### config.mk
export PLATFORM = sky130hd
export DESIGN_NAME = seg_scan_driver
export DESIGN_NICKNAME = d
export VERILOG_FILES = /design/src/rtl/seg_pkg.sv /design/src/rtl/seg_glyph.sv /design/src/rtl/seg_scan_driver.sv
export SDC_FILE = /design/constraint.sdc
export NUM_CORES = 1
export LEC_CHECK = 0
export ABC_AREA = 1
export BUFFER_PORTS_ARGS = -buffer_cell sky130_fd_sc_hd__buf_2
export CAP_MARGIN = 20
export CORE_ASPECT_RATIO = 0.6
export CORE_UTILIZATION = 51
export DETAILED_ROUTE_END_ITERATION = 16
export PLACE_DENSITY = 0.79
export RECOVER_POWER = 50
export SLEW_MARGIN = 10
export SYNTH_ARGS = -nofsm -noshare
export SYNTH_HDL_FRONTEND = slang
export SYNTH_SLANG_ARGS = --single-unit
export TNS_END_PERCENT = 100
### constraint.sdc
create_clock -name clk -period 3.5 [get_ports clk]
set_input_delay 0.175 -clock clk [delete_from_list [all_inputs] [get_ports clk]]
set_output_delay 0.175 -clock clk [all_outputs]
set_load 0.1 [all_outputs]
### src/rtl/seg_pkg.sv
// ----------------------------------------------------------------------------
// seg_pkg : glyph table, dark code and display data-set type for seg_scan_driver
// Rev 1.0
// ----------------------------------------------------------------------------
`default_nettype none

package seg_pkg;

  localparam int MAX_DIGITS = 8;

  localparam logic [6:0] SEG_DARK = 7'b1111111;

  // Active-low {a,b,c,d,e,f,g}; element 0 is the glyph for code 0.
  localparam logic [15:0][6:0] GLYPH_TABLE = {
    7'b0111000,  // F
    7'b0110000,  // E
    7'b1000010,  // d
    7'b0110001,  // C
    7'b1100000,  // b
    7'b0001000,  // A
    7'b0000100,  // 9
    7'b0000000,  // 8
    7'b0001111,  // 7
    7'b0100000,  // 6
    7'b0100100,  // 5
    7'b1001100,  // 4
    7'b0000110,  // 3
    7'b0010010,  // 2
    7'b1001111,  // 1
    7'b0000001   // 0
  };

  typedef struct packed {
    logic [4*MAX_DIGITS-1:0] digits;
    logic [MAX_DIGITS-1:0]   blank;
    logic [MAX_DIGITS-1:0]   blink;
    logic [MAX_DIGITS-1:0]   dp;
    logic                    hex_mode;
    logic                    lz_suppress;
  } disp_set_t;

  localparam disp_set_t SET_RESET = '{
    digits:      '0,
    blank:       '1,
    blink:       '0,
    dp:          '0,
    hex_mode:    1'b0,
    lz_suppress: 1'b0
  };

endpackage

`default_nettype wire

### src/rtl/seg_glyph.sv
// ----------------------------------------------------------------------------
// seg_glyph : combinational 4-bit code to active-low 7-segment glyph
// Rev 1.0
// ----------------------------------------------------------------------------
`default_nettype none

module seg_glyph
  import seg_pkg::*;
(
  input  logic [3:0] code,
  input  logic       hex_mode,
  output logic [6:0] segments
);

  always_comb begin
    segments = GLYPH_TABLE[code];
    if (!hex_mode && (code > 4'd9)) segments = SEG_DARK;
  end

endmodule

`default_nettype wire

### src/rtl/seg_scan_driver.sv
// ----------------------------------------------------------------------------
// seg_scan_driver : multiplexed 7-segment scanner with frame-synchronous loads
// Rev 1.0
// ----------------------------------------------------------------------------
`default_nettype none

module seg_scan_driver
  import seg_pkg::*;
#(
  parameter int NUM_DIGITS   = 4,
  parameter int SCAN_DIV     = 50000,
  parameter int GUARD        = 2,
  parameter int BLINK_FRAMES = 64
) (
  input  logic                    clk,
  input  logic                    rst_n,
  input  logic [4*NUM_DIGITS-1:0] digits_i,
  input  logic [NUM_DIGITS-1:0]   blank_i,
  input  logic [NUM_DIGITS-1:0]   blink_i,
  input  logic [NUM_DIGITS-1:0]   dp_i,
  input  logic                    hex_mode_i,
  input  logic                    lz_suppress_i,
  input  logic                    load_i,
  output logic [6:0]              segment_o,
  output logic                    dp_o,
  output logic [NUM_DIGITS-1:0]   digit_sel_o,
  output logic                    frame_o,
  output logic                    pending_o
);

  localparam int PW = (SCAN_DIV > 1) ? $clog2(SCAN_DIV) : 1;
  localparam int IW = (NUM_DIGITS > 1) ? $clog2(NUM_DIGITS) : 1;
  localparam int BW = (BLINK_FRAMES > 1) ? $clog2(BLINK_FRAMES) : 1;

  localparam logic [PW-1:0] PRESC_LAST = PW'(SCAN_DIV - 1);
  localparam logic [IW-1:0] IDX_LAST   = IW'(NUM_DIGITS - 1);
  localparam logic [BW-1:0] BLINK_LAST = BW'(BLINK_FRAMES - 1);

  logic [PW-1:0]         presc;
  logic [IW-1:0]         idx;
  logic [IW-1:0]         idx_next;
  logic [BW-1:0]         blink_cnt;
  logic                  blink_on;
  logic                  blink_on_next;
  disp_set_t             shadow;
  disp_set_t             active;
  disp_set_t             captured;
  disp_set_t             active_next;
  logic                  tc;
  logic                  wrap;
  logic                  chain;
  logic [MAX_DIGITS-1:0] supp;
  logic                  visible;
  logic [3:0]            code;
  logic [6:0]            glyph;
  logic [NUM_DIGITS-1:0] sel_next;

  assign tc       = (presc == PRESC_LAST);
  assign wrap     = tc && (idx == IDX_LAST);
  assign idx_next = (idx == IDX_LAST) ? '0 : idx + 1'b1;

  always_comb begin
    captured                          = '0;
    captured.digits[4*NUM_DIGITS-1:0] = digits_i;
    captured.blank[NUM_DIGITS-1:0]    = blank_i;
    captured.blink[NUM_DIGITS-1:0]    = blink_i;
    captured.dp[NUM_DIGITS-1:0]       = dp_i;
    captured.hex_mode                 = hex_mode_i;
    captured.lz_suppress              = lz_suppress_i;
  end

  // Data seen by the slot about to start; a load on the wrap cycle bypasses the shadow.
  always_comb begin
    active_next   = active;
    blink_on_next = blink_on;
    if (wrap) begin
      if (load_i)       active_next = captured;
      else if (pending_o) active_next = shadow;
      if (blink_cnt == BLINK_LAST) blink_on_next = !blink_on;
    end
  end

  always_comb begin
    supp  = '0;
    chain = active_next.lz_suppress;
    for (int i = NUM_DIGITS - 1; i >= 1; i--) begin
      chain   = chain && (active_next.digits[4*i +: 4] == 4'd0) && !active_next.dp[i];
      supp[i] = chain;
    end
  end

  assign code    = active_next.digits[{idx_next, 2'b00} +: 4];
  assign visible = !active_next.blank[idx_next]
                && !(active_next.blink[idx_next] && !blink_on_next)
                && !supp[idx_next];

  seg_glyph u_glyph (
    .code     (code),
    .hex_mode (active_next.hex_mode),
    .segments (glyph)
  );

  // Enable is registered, so the guard window ends one prescaler count early.
  always_comb begin
    sel_next = '1;
    if (tc) begin
      if (GUARD == 0) sel_next[idx_next] = 1'b0;
    end else if (int'(presc) >= GUARD - 1) begin
      sel_next[idx] = 1'b0;
    end
  end

  always_ff @(posedge clk or negedge rst_n) begin
    if (!rst_n) begin
      presc       <= '0;
      idx         <= '0;
      blink_cnt   <= '0;
      blink_on    <= 1'b1;
      shadow      <= '0;
      active      <= SET_RESET;
      pending_o   <= 1'b0;
      segment_o   <= SEG_DARK;
      dp_o        <= 1'b1;
      digit_sel_o <= '1;
      frame_o     <= 1'b0;
    end else begin
      presc       <= tc ? '0 : presc + 1'b1;
      frame_o     <= wrap;
      digit_sel_o <= sel_next;
      active      <= active_next;
      blink_on    <= blink_on_next;
      if (tc) begin
        idx       <= idx_next;
        segment_o <= visible ? glyph : SEG_DARK;
        dp_o      <= !(visible && active_next.dp[idx_next]);
      end
      if (wrap) blink_cnt <= (blink_cnt == BLINK_LAST) ? '0 : blink_cnt + 1'b1;
      if (load_i && !wrap) begin
        shadow    <= captured;
        pending_o <= 1'b1;
      end else if (wrap) begin
        pending_o <= 1'b0;
      end
    end
  end

endmodule

`default_nettype wire

## Word level (Yosys, flattened, before mapping)

Memory sizes are Yosys's and may differ from the RTL's.
Index checks and enable logic that the tools add are counted.

- Bits in read-only memories: 112
- Memories kept: 1
- Bits of input ports: 33
- Bits in latches: 0
- Memory bits (writable): 0
- Register bits after elaboration: 127
- Output and inout port bits: 14

Memory list:

| name | words | bits a word | read ports | clocked after memory_dff | wr ports | line | source |
|---|---|---|---|---|---|---|---|
| (no name shown) | 16 | 7 | 1 | 0 | 0 | seg_glyph.sv:16 | `segments = GLYPH_TABLE[code];` |

- Order comparisons: 6
- Shifts and indexed selects: 1
- Bitwise logic cells: 1
- Reduce and logical (&&, ||, !) cells: 31
- Multipliers: 0
- Muxes and demuxes: 25
- Eq/ne operators: 3
- Add/subtract/negate cells: 3
- Divide/modulo/power cells: 0

Operators by type and width:

| operator | count |
|---|---|
| 2-to-1 mux 58 bit | 3 |
| indexed part select 32 x 5 -> 4 bit | 1 |
| 2-to-1 mux 7 bit | 3 |
| adder 16 x 1 -> 16 bit, second input constant | 1 |
| equality test 16 bit, second input constant | 1 |
| >= comparator 16 x 1 -> 1 bit, second input constant | 1 |
| 2-to-1 mux 16 bit | 1 |
| logical AND 1 bit | 14 |
| logical NOT 4 bit | 3 |
| logical NOT 1 bit | 11 |
| 2-to-1 mux 1 bit | 9 |
| binary-select mux 1 bit (select 2 bit) | 4 |
| 2-to-1 mux 4 bit | 2 |
| adder 6 x 1 -> 6 bit, second input constant | 1 |
| equality test 6 bit, second input constant | 1 |
| 2-to-1 mux 6 bit | 1 |
| < comparator 4 x 5 -> 1 bit, second input constant | 1 |
| > comparator 4 bit, second input constant | 1 |
| < comparator 2 x 4 -> 1 bit, second input constant | 1 |
| inverter 4 bit | 1 |
| nonzero test 2 bit | 2 |
| < comparator 2 x 3 -> 1 bit, second input constant | 1 |
| adder 2 x 1 -> 2 bit, second input constant | 1 |
| demux 1 bit (select 2 bit) | 1 |
| other kinds (4) | 4 |

## Longest topological paths before layout

Gate-level depths: netlist of run 1.

- Word-level depth: 16
- Gate-level depth with buffers: 19
- Mapped depth without buffers: 18

## Cells and area by module

A second synthesis of run 1 with hierarchy kept.

- Cell total of the unflattened synthesis: 690
- Area total of the unflattened synthesis: 5,711.7 um^2

By module, submodules not included:

| module | area an instance (um^2) | instances | cells an instance | seq. area each (um^2) |
|---|---|---|---|---|
| seg_scan_driver | 5,348.9 | 1 | 634 | 2,498.6 |
| seg_glyph | 362.8 | 1 | 56 | 0.0 |

## Worst setup path after synthesis of run 1

OpenSTA, ideal clock, no wires.

- Path kind: reg2reg
- Start: reg pending_o
- End: reg segment_o[3]
- Setup time: 0.068 ns
- Required time: 3.432 ns
- Arrival time: 2.962 ns
- Cell stages (with the launch flop): 19
- Path slack: 0.470 ns
- Path through: dfrtp_1 clkbuf_2 buf_2 buf_2 nand2_1 nand2_1 nand2_1 o21ai_0 nand3_1 nand3_1 nand3_1 nand2_1 inv_1 ha_1 o211ai_1 nand2_1 nand3_4 inv_4 a21oi_2

- Cells in the longest elaborated chain, start to end: 15
- Elaborated cells between the ends (all ways): 35
- Those cells by class: order compare (1); shift (1); mux (12); reduce/logical (20); memory (1)

Ends and longest elaborated chain:

| item | line | source |
|---|---|---|
| start, declared | seg_scan_driver.sv:28 | `output logic pending_o` |
| start signal, assigned | seg_scan_driver.sv:121 | `pending_o <= 1'b0;` |
| start signal, assigned | seg_scan_driver.sv:140 | `pending_o <= 1'b1;` |
| start signal, assigned | seg_scan_driver.sv:142 | `pending_o <= 1'b0;` |
| 2-to-1 mux 58 bit * | seg_scan_driver.sv:78 | `else if (pending_o) active_next = shadow;` |
| 2-to-1 mux 58 bit * | seg_scan_driver.sv:77 | `if (load_i) active_next = captured;` |
| 2-to-1 mux 58 bit * | seg_scan_driver.sv:76 | `if (wrap) begin` |
| branches (longest 11 deep; another with memory (16 x 7 bit)) | -- |  |
| 2-to-1 mux 7 bit * | seg_scan_driver.sv:134 | `segment_o <= visible ? glyph : SEG_DARK;` |
| end signal, assigned | seg_scan_driver.sv:134 |  |
| end, declared | seg_scan_driver.sv:24 | `output logic [6:0] segment_o,` |

Mark *: on every way between the ends. The select of a mux whose other input is x is not followed.
A chain may end at the register's enable or synchronous reset.

## Worst setup path in the final report of run 1

- Start: reg idx[0]
- End: reg segment_o[3]

- Elaborated cells between the ends (all ways): 39
- Those cells by class: add/sub (1); order compare (1); eq/ne (1); shift (1); mux (12); reduce/logical (22); memory (1)

RTL lines:

| item | line | source |
|---|---|---|
| start, declared | seg_scan_driver.sv:40 | `logic [IW-1:0] idx;` |
| start signal, assigned | seg_scan_driver.sv:133 | `idx <= idx_next;` |
| adder 2 x 1 -> 2 bit or equality test 2 bit (tied branches) | seg_scan_driver.sv:60 | `assign idx_next = (idx == IDX_LAST) ? '0 : idx + 1'b1;` |
| 2-to-1 mux 2 bit * | seg_scan_driver.sv:60 |  |
| via idx_next[1] | seg_scan_driver.sv:41 | `logic [IW-1:0] idx_next;` |
| branches (longest 6 deep; another with memory (16 x 7 bit)) | -- |  |
| 2-to-1 mux 7 bit * | seg_scan_driver.sv:134 |  |

Mark *: on every way through the listed nets, which the timed path passes. The select of a mux whose other input is x is not followed.

==> flow_results.org, run 1 <==
** GRT
- Maximum number of pins on one net before global-route repair :: ~70
- The first global-routing pass estimated 22900 um of wire.
- Across every metal layer, demand over resource in global routing totals 0.260.
- For this run the aggregate overflow at the end of global routing stands at 0.
- The number of antenna violations at the first check in global routing came to 0.
- Number of global-route vias before repair :: 4610

** Synthesis
- Number of synthesized register bits :: a little under 100
- Post-synth cell types :: 45
- sky130_fd_sc_hd__dfrtp_1 takes more of the synthesized area than any other cell.
- The Yosys step of the flow raised 0 warnings.
- The cell area that synthesis handed to floorplanning was 5600 sq um.
- Counting every instance in the synthesized netlist gives between 700 and 800.
- Sequential element share of the synthesized area :: 0.446
- Share of the synthesized area in the top cell type :: 0.366
- In this run the mean area of a mapped cell was roughly 8.0 sq um.
- Net Count, Synth :: 750
- Sorting the synthesized cells by area gives the leading types as sky130_fd_sc_hd__dfrtp_1, sky130_fd_sc_hd__nand2_1, sky130_fd_sc_hd__dfstp_2.

** Setup path
- R2r startpoint :: idx[0]
- CP Capture Type :: flop
- Critical path start-end classification :: flop to flop
- For the worst setup path, the data arrival time is ~3.4 ns.
- FF-to-FF setup slack :: roughly 0.34 ns
- The worst setup path is launched from a flop.
- In this run the worst path has a maximum fanout of 12.
- Measured in cells, the most critical reg-to-reg path has a length of 15.
- Worst setup path start :: idx[0]
- At the worst endpoint, the required time is around 3.8 ns.
- Capturing point of the worst reg2reg path :: segment_o[3]
- CP endpoint :: segment_o[3]

** Drt
- Drt first pass iters :: 5
- DRT Wirelength :: 13500 um
- In the routed design, unresolved DRC markers number 0.
- Count of antenna-violating nets left after detailed routing :: 0
- Iteration-0 DRC Markers :: approximately 400
- WL per Instance :: roughly 15 um
- Number of vias after detailed routing :: about 4800
- Via density per instance :: about 5.4

** CTS
- CTS placed an instance of sky130_fd_sc_hd__clkbuf_16 at the clock tree root.
- In this run the number of H-tree levels came out at 3.
- Clock insertion delay at the later pin of the skew report :: 0.34 ns
- Number of sinks on the clock net :: 99
- CTS tree :: done
- Clock-pin slew was measured on the worst setup and hold paths at 0.07 ns.
- The number of clock buffers added by TritonCTS is 9.
- The clock passes through at most 2 buffers.

** STA
- Headroom to the max-slew limit came out at -0.105.
- The routed design could run at a clock period as short as around 3.2 ns.
- Final number of hold-violating endpoints :: 0
- Sum of negative setup slack :: 0 ns
- After layout, the worst setup slack is ~0.34 ns.
- Final Cycle Share :: 0.904
- Worst Skew :: between 0.008 and 0.009 ns
- Timing would allow up to about 320 MHz.
- Setup Viol. Count Final :: 0
- The count of pins over their slew limit is roughly 70.
- Worst Hold Slack :: 0.0813 ns
- Setup repair after global routing missed its margin :: no
- At the pin with the least slew margin, the transition time is approximately 1.7 ns.

** Power
- After layout, the design draws a total of about 2.4 mW.
- Power per standard cell area :: 379 nW/um^2
- Worst IR Drop VDD :: between 0.2 and 0.3 mV
- For this design the static power due to leakage is around 3 nW.

** Status
- The flow ran to the end, but the final reports show violations.
- Violations in the final reports :: capacitance limit, slew limit

** Floorplan
- Top Ports :: 47
- Floorplan die width :: roughly 140 um
- After floorplanning, the core was divided into 29 placement rows.
- Die Outline Area :: 11400 sq um
- Std-Cell Core Area :: 10600 sq um
- Starting density of the core :: 0.527
- Measured along the y axis, the die boundary spans around 83 um.

** Place
- Post-DP HPWL :: between 9000 and 10000 um
- Input and output buffers added on the ports amount to 46.
- Post-Place Worst Slack :: 0.269 ns
- Last weighted congestion value of the routability-driven placer :: about 0.90

** Layout
- 0 antenna diodes ended up in the layout.
- In the final design database the tool counted ~790 nets.
- Leaving out fill and tap cells, the most frequent cell in the layout is sky130_fd_sc_hd__nand2_1.
- Most used cells in the layout excluding fill and tap cells :: sky130_fd_sc_hd__nand2_1, sky130_fd_sc_hd__dfrtp_1, sky130_fd_sc_hd__inv_1, sky130_fd_sc_hd__nand3_1, sky130_fd_sc_hd__nor2_1
- Synthesis-to-finish area growth :: 11.4%
- In the final layout, the share of cells above drive strength 1 is 0.197.
- The filler cells instantiated in the layout total 925.

** Flow run
- The tool flagged a number of max-cap violations equal to 1.

** Min path
- HP Class :: input port to flop
- Counting instances, the worst hold path has a depth of 2.
[routing by layer]
layer  part of all wire  GRT usage  vias to the layer above
li1                   -          -                     2331
met1               0.50      0.402                     2257
met2               0.42      0.368                      162
met3              0.068     0.0470                       18
met4              0.013     0.0739                        0
met5                  0          0                        -
[state kept, by name (all words and copies together) (netlist names)]
signal / flops
active: 30
shadow: 30
presc: 16
segment_o: 7
blink_cnt: 6
digit_sel_o: 4
idx: 2
blink_on: 1
dp_o: 1
frame_o: 1
pending_o: 1
[metrics by stage]
stage          area [sq um]  utilization  cells
2_1_floorplan          5600            -    702
3_3_place_gp           5940        0.559    872
3_5_place_dp           5940        0.559    872
4_1_cts                6250        0.588    889
5_1_grt                6240        0.587    889
6_report               6240        0.587    889
[Yosys cell counts, drive strengths merged]
cell / instances
a22oi: 1
and3b: 1
xor2: 3
o21bai: 3
nor3: 4
inv: 83
mux2: 21
nand3: 62
nor2: 62
ha: 15
a21oi: 27
a31oi: 1
or2: 2
a21boi: 3
dfrtp: 82
o21a: 1
mux2i: 7
nor4: 5
clkbuf: 8
nor3b: 1
o211ai: 3
nand4: 3
buf: 18
dfstp: 17
o22ai: 3
xnor2: 1
o21ai: 57
nand2: 205
clkinv: 2
and2: 1
[what timing repair did]
item | 4_1_cts | 5_1_grt
hold buffers | 1 | 0
setup buffers | 0 | 0
hold endpoints to repair | 54 | 0
endpoints found under the setup margin | 0 | 7
gates resized for setup | 0 | 3
[critical path, cell delays in order (launching register included)]
cell	delay (ns)
sky130_fd_sc_hd__dfrtp_1	0.48
sky130_fd_sc_hd__clkinvlp_4	0.26
sky130_fd_sc_hd__ha_1	0.36
sky130_fd_sc_hd__inv_1	0.19
sky130_fd_sc_hd__nor2_2	0.27
sky130_fd_sc_hd__inv_1	0.10
sky130_fd_sc_hd__a21oi_1	0.14
sky130_fd_sc_hd__a21oi_1	0.06
sky130_fd_sc_hd__nand2_1	0.18
sky130_fd_sc_hd__inv_1	0.14
sky130_fd_sc_hd__ha_1	0.27
sky130_fd_sc_hd__o211ai_1	0.22
sky130_fd_sc_hd__nand2_1	0.13
sky130_fd_sc_hd__nand3_4	0.12
sky130_fd_sc_hd__inv_4	0.06
sky130_fd_sc_hd__a21oi_2	0.13
[how the worst min path moves through the flow]
stage	startpoint	endpoint	slack, ns
finish	blank_i[2]	shadow[20]	0.08
global route	blink_i[3]	shadow[13]	0.07
CTS	blink_i[3]	shadow[13]	0.07
detailed placement	rst_n	presc[7]	0.34
global placement	rst_n	presc[7]	0.33
floorplan	rst_n	active[0]	-0.12
[logic make-up (layout without fill, tap and decap cells)]
group / Yosys count / in the layout / share of synthesized area
buf+inv: 111 / 159 / 0.0846
fa+ha+maj: 15 / 15 / 0.0335
compound gates: 99 / 99 / 0.102
simple gates: 346 / 346 / 0.273
flops: 99 / 99 / 0.446
mux: 28 / 28 / 0.0547
xor+xnor: 4 / 4 / 0.00625
[where the power goes]
part	internal (mW)	total, mW	leakage [nW]	switching [mW]
clock	0.577	1.02	0.138	0.438
combinational	0.0679	0.157	1.78	0.0893
sequential	1.18	1.20	1.12	0.0181
total	1.82	2.37	3.04	0.546
[area by class of cell]
type                            count  area [sq um]  area share
Multi-Input combinational cell    492          2640       0.422
Clock inverter                      5          61.3     0.00982
Inverter                           85           325      0.0521
Sequential cell                    99          2500       0.400
Clock buffer                       11           243      0.0389
Tap cell                          139           174      0.0279
Timing Repair Buffer               58           307      0.0491
(Power assumes the default switching activity.)
==> run 2: changes to the inputs <==
--- a/config.mk
+++ b/config.mk
@@ -5,15 +5,14 @@
 export SDC_FILE = /design/constraint.sdc
 export NUM_CORES = 1
 export LEC_CHECK = 0
-export ABC_AREA = 1
 export BUFFER_PORTS_ARGS = -buffer_cell sky130_fd_sc_hd__buf_2
 export CAP_MARGIN = 20
 export CORE_ASPECT_RATIO = 0.6
-export CORE_UTILIZATION = 51
+export CORE_UTILIZATION = 35
 export DETAILED_ROUTE_END_ITERATION = 16
-export PLACE_DENSITY = 0.79
+export PLACE_DENSITY = 0.61
 export RECOVER_POWER = 50
-export SLEW_MARGIN = 10
+export SLEW_MARGIN = 20
 export SYNTH_ARGS = -nofsm -noshare
 export SYNTH_HDL_FRONTEND = slang
 export SYNTH_SLANG_ARGS = --single-unit
==> run 2 against run 1 <==
The run still ends with capacitance limit, slew limit left. Synthesized cell count decreased by 28%. Register-to-register slack lost 0.25 ns. Final cell count down 13%. Global-route usage down 7.0 points. Wire length rose by 2.6%. Non-clock buffer count grew 27. Count of clock-buffer cells in the layout down 1. Clock power is 21% higher.
==> flow_results.org, run 2 <==
** Status
- Status :: finished with violations
- Violations in the final reports :: capacitance limit, slew limit

** Synthesis
- Net Count, Synth :: 553 (-26%)
- Number of enable flip-flop cells after synthesis :: 0 (unchanged)
- The synthesized design spends more area on one cell type than any other, namely sky130_fd_sc_hd__dfrtp_1.
- Flip-flop cell with the highest count after synthesis :: sky130_fd_sc_hd__dfrtp_1
- Most frequent cells after synthesis :: sky130_fd_sc_hd__dfrtp_1, sky130_fd_sc_hd__nand2_1, sky130_fd_sc_hd__nor2_1, sky130_fd_sc_hd__mux2_2, sky130_fd_sc_hd__clkbuf_1
- Syn avg cell area :: 10.3 sq um (+30%)
- Yosys warning count :: 0 (unchanged)
- Post-synth cell types :: 65 (+44%)
- Share of the synthesized area in the top cell type :: 0.393 (+0.0269)
- The total standard cell area after synthesis came to 5220 sq um (-6.8%).
- The share of synthesized flip-flops with an asynchronous set or reset is 1.00 (unchanged).
- The portion of the post-synthesis area used by sequential elements was 0.479 (+0.0327).
- Most numerous cell in the Yosys netlist :: sky130_fd_sc_hd__dfrtp_1
- The synthesized netlist cell count came to 505 (-28%).
- Number of synthesized register bits :: 99 (unchanged)
- Top cells by area, synth :: sky130_fd_sc_hd__dfrtp_1, sky130_fd_sc_hd__dfstp_2, sky130_fd_sc_hd__mux2_2

** Layout
- Most used cells in the layout excluding fill and tap cells :: sky130_fd_sc_hd__dfrtp_1, sky130_fd_sc_hd__nand2_1, sky130_fd_sc_hd__buf_2, sky130_fd_sc_hd__nor2_1, sky130_fd_sc_hd__buf_4
- The flip-flop and latch area was 2500 sq um (unchanged).
- Footprint of the multi-input gates :: 2570 sq um (-2.6%)
- Share of post-route cells with drive strength above 1 :: 0.318 (+0.120)
- The summed area of non-filler cells in the final layout was 6280 sq um (+0.56%).
- Synthesis-to-finish area growth :: 20.3%
- The number of antenna diodes was 0 (unchanged).
- Commonest non-fill, non-tap cell in the layout :: sky130_fd_sc_hd__dfrtp_1
- In the final layout, the registers with the most flip-flops are active: 30 flops, shadow: 30 flops, presc: 16 flops.
- Number of nets in the layout :: 616 (-22%)
- The fill cell instance count of the final layout is 1394 (+51%).

** Setup path
- Longest individual stage delay on the worst path :: 0.57 ns (+0.09 ns)
- R2R cell count :: 13 (-2)
- The signal on the critical path passes through or4_4 > or4_4 > o21ai_2 > o21ai_2 > or2_1 > mux4_2 > inv_4 > buf_4 > ha_1 > inv_2 > mux2i_1 > a22o_1 > o22a_1.
- The largest individual stage delay along the critical path comes from the cell sky130_fd_sc_hd__or4_4.
- The critical path in this run is classified as flop to flop.
- The worst setup path is launched from a flop.
- The maximum fanout count along the critical path came to 3 (-9).
- The data arrival time of the critical path was 3.69 ns (+0.25 ns).
- CP Capture Type :: flop
- The critical path required time is 3.78 ns (about the same).

** Place
- Last weighted congestion value of the routability-driven placer :: 0.897 (-0.71%)
- Post-Place Worst Slack :: -0.0335 ns (-0.303 ns)
- Cell Area, Placed :: 5800 sq um (-2.3%)
- The half-perimeter wire length of the detailed placement result is 10000 um (+0.98%).
- The count of buffers inserted at the top-level ports came to 46 (unchanged).

** STA
- The highest achievable clock rate came to 293 MHz (-7.2%).
- Worst path setup slack after routing :: 0.0905 ns (-0.246 ns)
- Worst Hold Slack :: 0.0809 ns (-0.000378 ns)
- Worst-case headroom to the max-slew limit :: -0.349 (-0.245)
- The worst-margin pin slew was 2.02 ns (+0.367 ns).
- Minimum clock period after layout :: 3.41 ns (+0.246 ns)
- Final number of hold-violating endpoints :: 0 (unchanged)
- The total of endpoints with negative setup slack in the final report came to 0 (unchanged).
- The share of the clock period used by the worst path came to 0.974 (+0.0702).
- Worst Skew :: 0.00575 ns (-0.00239 ns)
- Total count of max-transition violations in the final report :: 81 (+17%)

** CTS
- The clock slew at the register clock pins of the worst setup and hold paths is 0.07 ns (about the same).
- CTS H-tree depth :: 3 (unchanged)
- Inserted Clock Buffers :: 9 (unchanged)
- Clock insertion delay at the later pin of the skew report :: 0.34 ns (about the same)
- Number of sinks on the clock net :: 99 (unchanged)
- CTS tree :: done
- The number of buffers on the longest clock path came to 2 (unchanged).
- Clock Tree Root :: sky130_fd_sc_hd__clkbuf_16

** Power
- Net switching component of the power :: 533 uW (-2.3%)
- The static leakage was 2.71 nW (-11%).
- The overall power of the completed layout was 2.57 mW (+8.3%).
- Internal power :: 2.03 mW (+12%)
- The combinational share of power is 0.052 (-0.014).
- Share of power burned in the clock network :: 0.478 (+0.049)
- Power per standard cell area :: 409 nW/um^2 (+7.7%)
- The maximum VDD drop was 0.228 mV (-12%).
- The share of power burned in registers is 0.470 (-0.035).
- Sw Ratio :: 0.208 (-0.0227)

** Drt
- The number of iterations in the first detailed-routing pass is 5 (unchanged).
- The first-iteration detailed-routing DRC count came to 352 (-11%).
- Count of antenna-violating nets left after detailed routing :: 0 (unchanged)
- The vias after detailed routing is 4199 (-12%).
- Via density per instance :: 5.45 (+1.5%)
- The final routed wire length divided by cell count came to 18.0 um (+18%).
- DRT Wirelength :: 13800 um (+2.6%)
- The residual DRC count was 0 (unchanged).

** Floorplan
- Starting density of the core :: 0.360 (-0.167)
- The boundary pin count is 47 (unchanged).
- The floorplan core area came to 14500 sq um (+36%).
- Std-Cell Rows :: 34 (+17%)
- Die Outline Area :: 15400 sq um (+35%)
- Floorplan die width :: 160 um (+16%)
- The floorplan die height is 96.6 um (+16%).

** GRT
- The global-route usage over all layers is 0.191 (-0.0696).
- Grt ovf :: 0 (unchanged)
- The pin count of the biggest net entering global routing was 81 (+17%).
- The number of antenna violations at the first check in global routing was 0 (unchanged).
- The global-route wire length before repair is 22400 um (-2.1%).
- The number of global-route vias before repair is 4133 (-10%).

** Min path
- HP Class :: input port to flop
- The cell count of the worst hold path is 2 (unchanged).

** Flow run
- The number of max-cap violations came to 1 (unchanged).
run 2: cell count changes after synthesis, moves of 8 or more:
cell	previous run	this run
sky130_fd_sc_hd__and2_1	1	10
sky130_fd_sc_hd__o22a_1	0	8
sky130_fd_sc_hd__xnor2_1	1	9
sky130_fd_sc_hd__inv_1	75	15
sky130_fd_sc_hd__a41oi_1	0	9
sky130_fd_sc_hd__nand2_1	197	42
sky130_fd_sc_hd__o22ai_1	3	20
sky130_fd_sc_hd__nand3_1	56	15
sky130_fd_sc_hd__nand4_1	3	12
sky130_fd_sc_hd__nor2_1	53	39
sky130_fd_sc_hd__clkbuf_1	7	23
sky130_fd_sc_hd__o21ai_0	41	20
sky130_fd_sc_hd__mux2_2	21	30
run 2: layout make-up:
| class | instances | share of cell area |
|---|---|---|
| well taps | 198 | 0.0395 |
| clock inverters | 6 | 0.0217 |
| multi-input cells | 357 | 0.409 |
| flip-flops and latches | 99 | 0.398 |
| repair buffers | 85 | 0.0839 |
| clock buffers | 10 | 0.0381 |
| inverters | 16 | 0.00996 |
run 2: through the flow:
stage,setup TNS (ns),util,std cells
2_1_floorplan,0,-,505
3_3_place_gp,0,0.400,748
3_5_place_dp,-0.0335,0.400,748
4_1_cts,0,0.427,765
5_1_grt,-0.00308,0.433,771
6_report,0,0.433,771
run 2: cells by family after synthesis:
kind of cell	share of synthesized area
flops	0.479
buf+inv	0.0410
simple gates	0.168
xor+xnor	0.0302
compound gates	0.163
fa+ha+maj	0.0360
mux	0.0829
run 2: what timing repair did:
| action | in CTS | in global routing |
|---|---|---|
| hold endpoints to repair | 0 | 71 |
| pin swaps | 1 | 3 |
| hold buffers | 0 | 1 |
| gates resized for setup | 0 | 12 |
| buffers inserted | 1 | 5 |
| endpoints found under the setup margin | 1 | 7 |
| gates cloned | 0 | 0 |
run 2: worst max-delay path: cells and delay by family (launching register included):
family	cells	cell delay, ns
buffers and inverters	3	0.31
AO/OA/AOI/OAI	4	0.59
flip-flops	1	0.38
multiplexers	2	0.60
AND/OR/NAND/NOR	3	1.24
adder cells (fa/ha/maj)	1	0.23
run 2: final timing paths:
check                              from      endpoint  slack [ns]
setup / recovery               presc[5]  segment_o[5]        0.09
hold / removal               blink_i[0]    shadow[10]        0.08
setup reg to reg               presc[5]  segment_o[5]        0.09
hold reg to reg            blink_cnt[4]  blink_cnt[4]        0.49
max in group asynchronous         rst_n  segment_o[0]        1.09
min in group asynchronous         rst_n        idx[0]        0.96
run 2: power by group through the flow:
stage               registers, mW  logic, mW  clock network (mW)
finish                       1.21      0.134                1.23
floorplan                    1.22     0.0648                   0
global placement             1.22      0.130                   0
detailed placement           1.23      0.136                   0
CTS                          1.20      0.136                1.26
global route                 1.21      0.149                1.30
run 2: per-layer routing:
metal  share of wire  GRT usage  vias up
met4           0.012     0.0473        0
li1                -          -     1962
met1            0.48      0.255     2109
met3           0.081     0.0679       17
met2            0.43      0.294      111
met5               0          0        -
==> run 3: changes to the inputs <==
--- a/config.mk
+++ b/config.mk
@@ -5,12 +5,15 @@
 export SDC_FILE = /design/constraint.sdc
 export NUM_CORES = 1
 export LEC_CHECK = 0
+export ABC_AREA = 1
 export BUFFER_PORTS_ARGS = -buffer_cell sky130_fd_sc_hd__buf_2
 export CAP_MARGIN = 20
 export CORE_ASPECT_RATIO = 0.6
 export CORE_UTILIZATION = 35
+export CTS_BUF_LIST = sky130_fd_sc_hd__clkbuf_8
+export CTS_CLUSTER_SIZE = 14
 export DETAILED_ROUTE_END_ITERATION = 16
-export PLACE_DENSITY = 0.61
+export PLACE_DENSITY = 0.6
 export RECOVER_POWER = 50
 export SLEW_MARGIN = 20
 export SYNTH_ARGS = -nofsm -noshare
==> run 3 against run 2 <==
Largest cell class unchanged. Global-route usage shrank 0.80 points. First-iteration DRC count decreased by 9.1%. Non-clock buffer count is 29 lower. Die area grew 7.2%. Count of clock-buffer cells in the layout is the same. The flow finishes with violations (DRC, capacitance limit, slew limit). Highest routed layer unchanged. Clock skew increased by 0.0081 ns. Fmax rose by 9.1%. Flip-flop and latch count is the same. Sequential power about the same. Combinational power increased by 18%. Via count rose by 8.8%.
==> flow_results.org, run 3 (same netlist as run 1, synthesis figures left out) <==
** CTS
- Inserted Clock Buffers :: 9 (unchanged)
- CTS tree :: done
- Number of sinks on the clock net :: 99 (unchanged)
- The insertion delay of the later-clocked pin in the worst-skew pair came to 0.37 ns (+0.03 ns).
- Post-CTS Setup Inserts :: 0 (-1)
- The tree is rooted in a sky130_fd_sc_hd__clkbuf_8.
- The clock slew at the register clock pins of the worst setup and hold paths was 0.10 ns (+0.03 ns).
- CTS H-tree depth :: 3 (unchanged)
- Bufs on Longest Clock Path :: 2 (unchanged)

** STA
- Tightest Pin Transition :: 1.95 ns (-0.0750 ns)
- The share of the clock period used by the worst path was 0.893 (-0.0813).
- The final worst slack came to 0.375 ns (+0.284 ns).
- Minimum clock period after layout :: 3.13 ns (-0.284 ns)
- Setup repair after global routing left no endpoint under its margin.
- Final number of hold-violating endpoints :: 0 (unchanged)
- Worst-case headroom to the max-slew limit :: -0.299 (+0.0500)
- The clock skew is 0.0138 ns (+0.00808 ns).
- Sum of negative setup slack :: 0 ns (unchanged)
- Total count of max-transition violations in the final report :: 79 (-2.5%)
- The worst-case hold slack is 0.0487 ns (-0.0322 ns).
- Max Clk Rate :: 320 MHz (+9.1%)
- The total of endpoints with negative setup slack in the final report came to 0 (unchanged).

** Setup path
- The signal on the critical path passes through clkinv_1 > ha_1 > inv_1 > nor2_2 > inv_1 > a21oi_1 > a21oi_1 > nand2_1 > inv_1 > ha_1 > o211ai_1 > nand2_1 > nand3_4 > inv_4 > a21oi_2.
- Capturing point of the worst reg2reg path :: segment_o[3]
- Worst path bufs/invs :: 5 (+2)
- Longest individual stage delay on the worst path :: 0.44 ns (-0.13 ns)
- Critical path start-end classification :: flop to flop
- Worst setup path start :: idx[0]
- Critical-path cell with the highest stage delay :: sky130_fd_sc_hd__dfrtp_1
- Among cell families on the critical path, the largest total delay comes from buffers and inverters.
- R2R cell count :: 15 (+2)
- Following the worst setup path forward leads to its endpoint at segment_o[3].
- CP Capture Type :: flop
- The path length in cells of the critical path was 15 (+2).
- In this run the critical register-to-register path is launched from idx[0].
- Worst EP arrival :: 3.45 ns (-0.24 ns)
- Among the stages of the critical path, the cell type that occurs most often is sky130_fd_sc_hd__inv_1.
- FF-to-FF setup slack :: 0.37 ns (+0.28 ns)
- The critical path required time came to 3.82 ns (+0.04 ns).
- Critical path fanouts, max :: 12 (+9)
- STA classifies the critical path startpoint as a flop.

** Place
- Post-Place Worst Slack :: 0.288 ns (+0.321 ns)
- The cell count after placement came to 934 (+25%).
- The count of buffers inserted at the top-level ports was 46 (unchanged).
- The half-perimeter wire length of the detailed placement result is 10200 um (+1.7%).
- Last weighted congestion value of the routability-driven placer :: 0.899 (+0.26%)
- The instance area at placement was 6020 sq um (+3.7%).

** Layout
- Relative to the synthesized area, the layout overhead comes to 11.2%.
- The proportion of layout cells with a drive suffix above 1 came to 0.202 (-0.116).
- The count of nets after finishing is 791 (+28%).
- Non-filler cells, final :: 951 (+23%)
- Commonest non-fill, non-tap cell in the layout :: sky130_fd_sc_hd__nand2_1
- Most used cells in the layout excluding fill and tap cells :: sky130_fd_sc_hd__nand2_1, sky130_fd_sc_hd__dfrtp_1, sky130_fd_sc_hd__inv_1, sky130_fd_sc_hd__nand3_1, sky130_fd_sc_hd__nor2_1
- Ant diodes :: 0 (unchanged)
- Final design utilization :: 0.402 (-0.0309)
- The summed area of non-filler cells in the final layout came to 6230 sq um (-0.76%).
- Largest registers :: active: 30 flops, shadow: 30 flops, presc: 16 flops

** Power
- Sw Ratio :: 0.248 (+0.0400)
- The overall power of the completed layout came to 2.13 mW (-17%).
- Worst IR Drop VDD :: 0.177 mV (-23%)
- Power per standard cell area :: 342 nW/um^2 (-16%)
- Part of the total power dissipated in sequential elements :: 0.560 (+0.090)
- Combinational Power Share :: 0.074 (+0.022)
- Net switching component of the power :: 528 uW (-1.0%)
- The static leakage was 3.00 nW (+11%).
- The internal power contribution was 1.60 mW (-21%).
- Share of power burned in the clock network :: 0.365 (-0.113)

** GRT
- Aggregate global-route resource usage :: 0.183 (-0.00799)
- Wire length of the first global-routing pass :: 23200 um (+3.5%)
- The number of global-route vias before repair was 4313 (+4.4%).
- Maximum number of pins on one net before global-route repair :: 79 (-2.5%)
- Grt ovf :: 0 (unchanged)
- Initial antenna violation count :: 0 (unchanged)

** Floorplan
- The number of placement rows came to 35 (+2.9%).
- The die width is 165 um (+3.6%).
- Die Outline Area :: 16500 sq um (+7.2%)
- The effective utilization at floorplan is 0.361 (+0.00158).
- The floorplan die height came to 100 um (+3.5%).
- The boundary pin count came to 47 (unchanged).
- The floorplan core area came to 15500 sq um (+6.9%).

** Drt
- The first-iteration detailed-routing DRC count was 320 (-9.1%).
- The number of iterations in the first detailed-routing pass was 11 (+6).
- Via density per instance :: 4.80 (-12%)
- Number of remaining DRC errors :: 2 (+2)
- The final routed wire length divided by cell count is 14.5 um (-19%).
- The vias after detailed routing was 4567 (+8.8%).
- The remaining antenna violation count after routing came to 0 (unchanged).
- DRT Wirelength :: 13800 um (-0.64%)

** Status
- Status :: finished with violations
- Violations in the final reports :: DRC, capacitance limit, slew limit

** Min path
- In this run the worst hold path is classified as input port to flop.

** Flow run
- Maximum Capacitance Violations :: 1 (unchanged)
==> run 3: cell count changes in the layout (fill, tap and decap cells not counted), moves of 9 or more <==
cell | previous run | this run
sky130_fd_sc_hd__nand4_1 | 12 | 3
sky130_fd_sc_hd__mux2_2 | 30 | 21
sky130_fd_sc_hd__nor2_1 | 38 | 52
sky130_fd_sc_hd__and2_1 | 10 | 1
sky130_fd_sc_hd__clkbuf_8 | 1 | 10
sky130_fd_sc_hd__inv_1 | 13 | 75
sky130_fd_sc_hd__a41oi_1 | 9 | 0
sky130_fd_sc_hd__nand3_1 | 15 | 56
sky130_fd_sc_hd__clkbuf_16 | 9 | 0
sky130_fd_sc_hd__o22ai_1 | 20 | 3
sky130_fd_sc_hd__nand2_1 | 42 | 197
sky130_fd_sc_hd__buf_4 | 35 | 7
sky130_fd_sc_hd__o21ai_0 | 20 | 41
==> run 3: worst reg2reg max path, delay by kind of cell, from the launching register on <==
family / cells / cell delay, ns
adder cells (fa/ha/maj): 2 / 0.68
flip-flops: 1 / 0.44
AND/OR/NAND/NOR: 4 / 0.71
buffers and inverters: 5 / 0.77
AO/OA/AOI/OAI: 4 / 0.48
==> run 3: worst min-delay path by stage <==
stage | startpoint | to | slack [ns] | depth (start not counted)
2_1_floorplan | rst_n | active[0] | -0.12 | 0
3_3_place_gp | rst_n | shadow[32] | 0.41 | 1
3_5_place_dp | rst_n | shadow[30] | 0.42 | 1
4_1_cts | dp_i[1] | shadow[3] | 0.03 | 2
5_1_grt | digits_i[6] | shadow[32] | 0.03 | 2
6_report | blank_i[2] | shadow[20] | 0.05 | 2
==> run 3: layout make-up <==
type | count | area, sq um
multi-input combinational | 492 | 2640
fill | 1631 | 9270
clock inverter | 6 | 71.3
sequential | 99 | 2500
timing repair buffer | 56 | 313
tap | 203 | 254
inverter | 85 | 322
clock buffer | 10 | 138
==> run 3: routing by layer <==
metal  GRT usage  wire length (um)
met5           0                 0
met4      0.0357               108
met3      0.0388               800
met2       0.236              5140
met1       0.302              7710
==> run 3: timing repair <==
item,in CTS,in global routing
resized for setup,0,2
setup endpoints to repair,0,7
endpoints found under the hold margin,18,0
hold buffers,1,0
==> run 3: power groups by stage <==
| stage | clock [mW] | sequential (mW) | combinational [mW] |
|---|---|---|---|
| 2_1_floorplan | 0 | 1.21 | 0.0952 |
| 3_5_place_dp | 0 | 1.21 | 0.160 |
| 5_1_grt | 0.859 | 1.20 | 0.182 |
| 6_report | 0.778 | 1.19 | 0.158 |
| 3_3_place_gp | 0 | 1.22 | 0.159 |
| 4_1_cts | 0.805 | 1.19 | 0.162 |
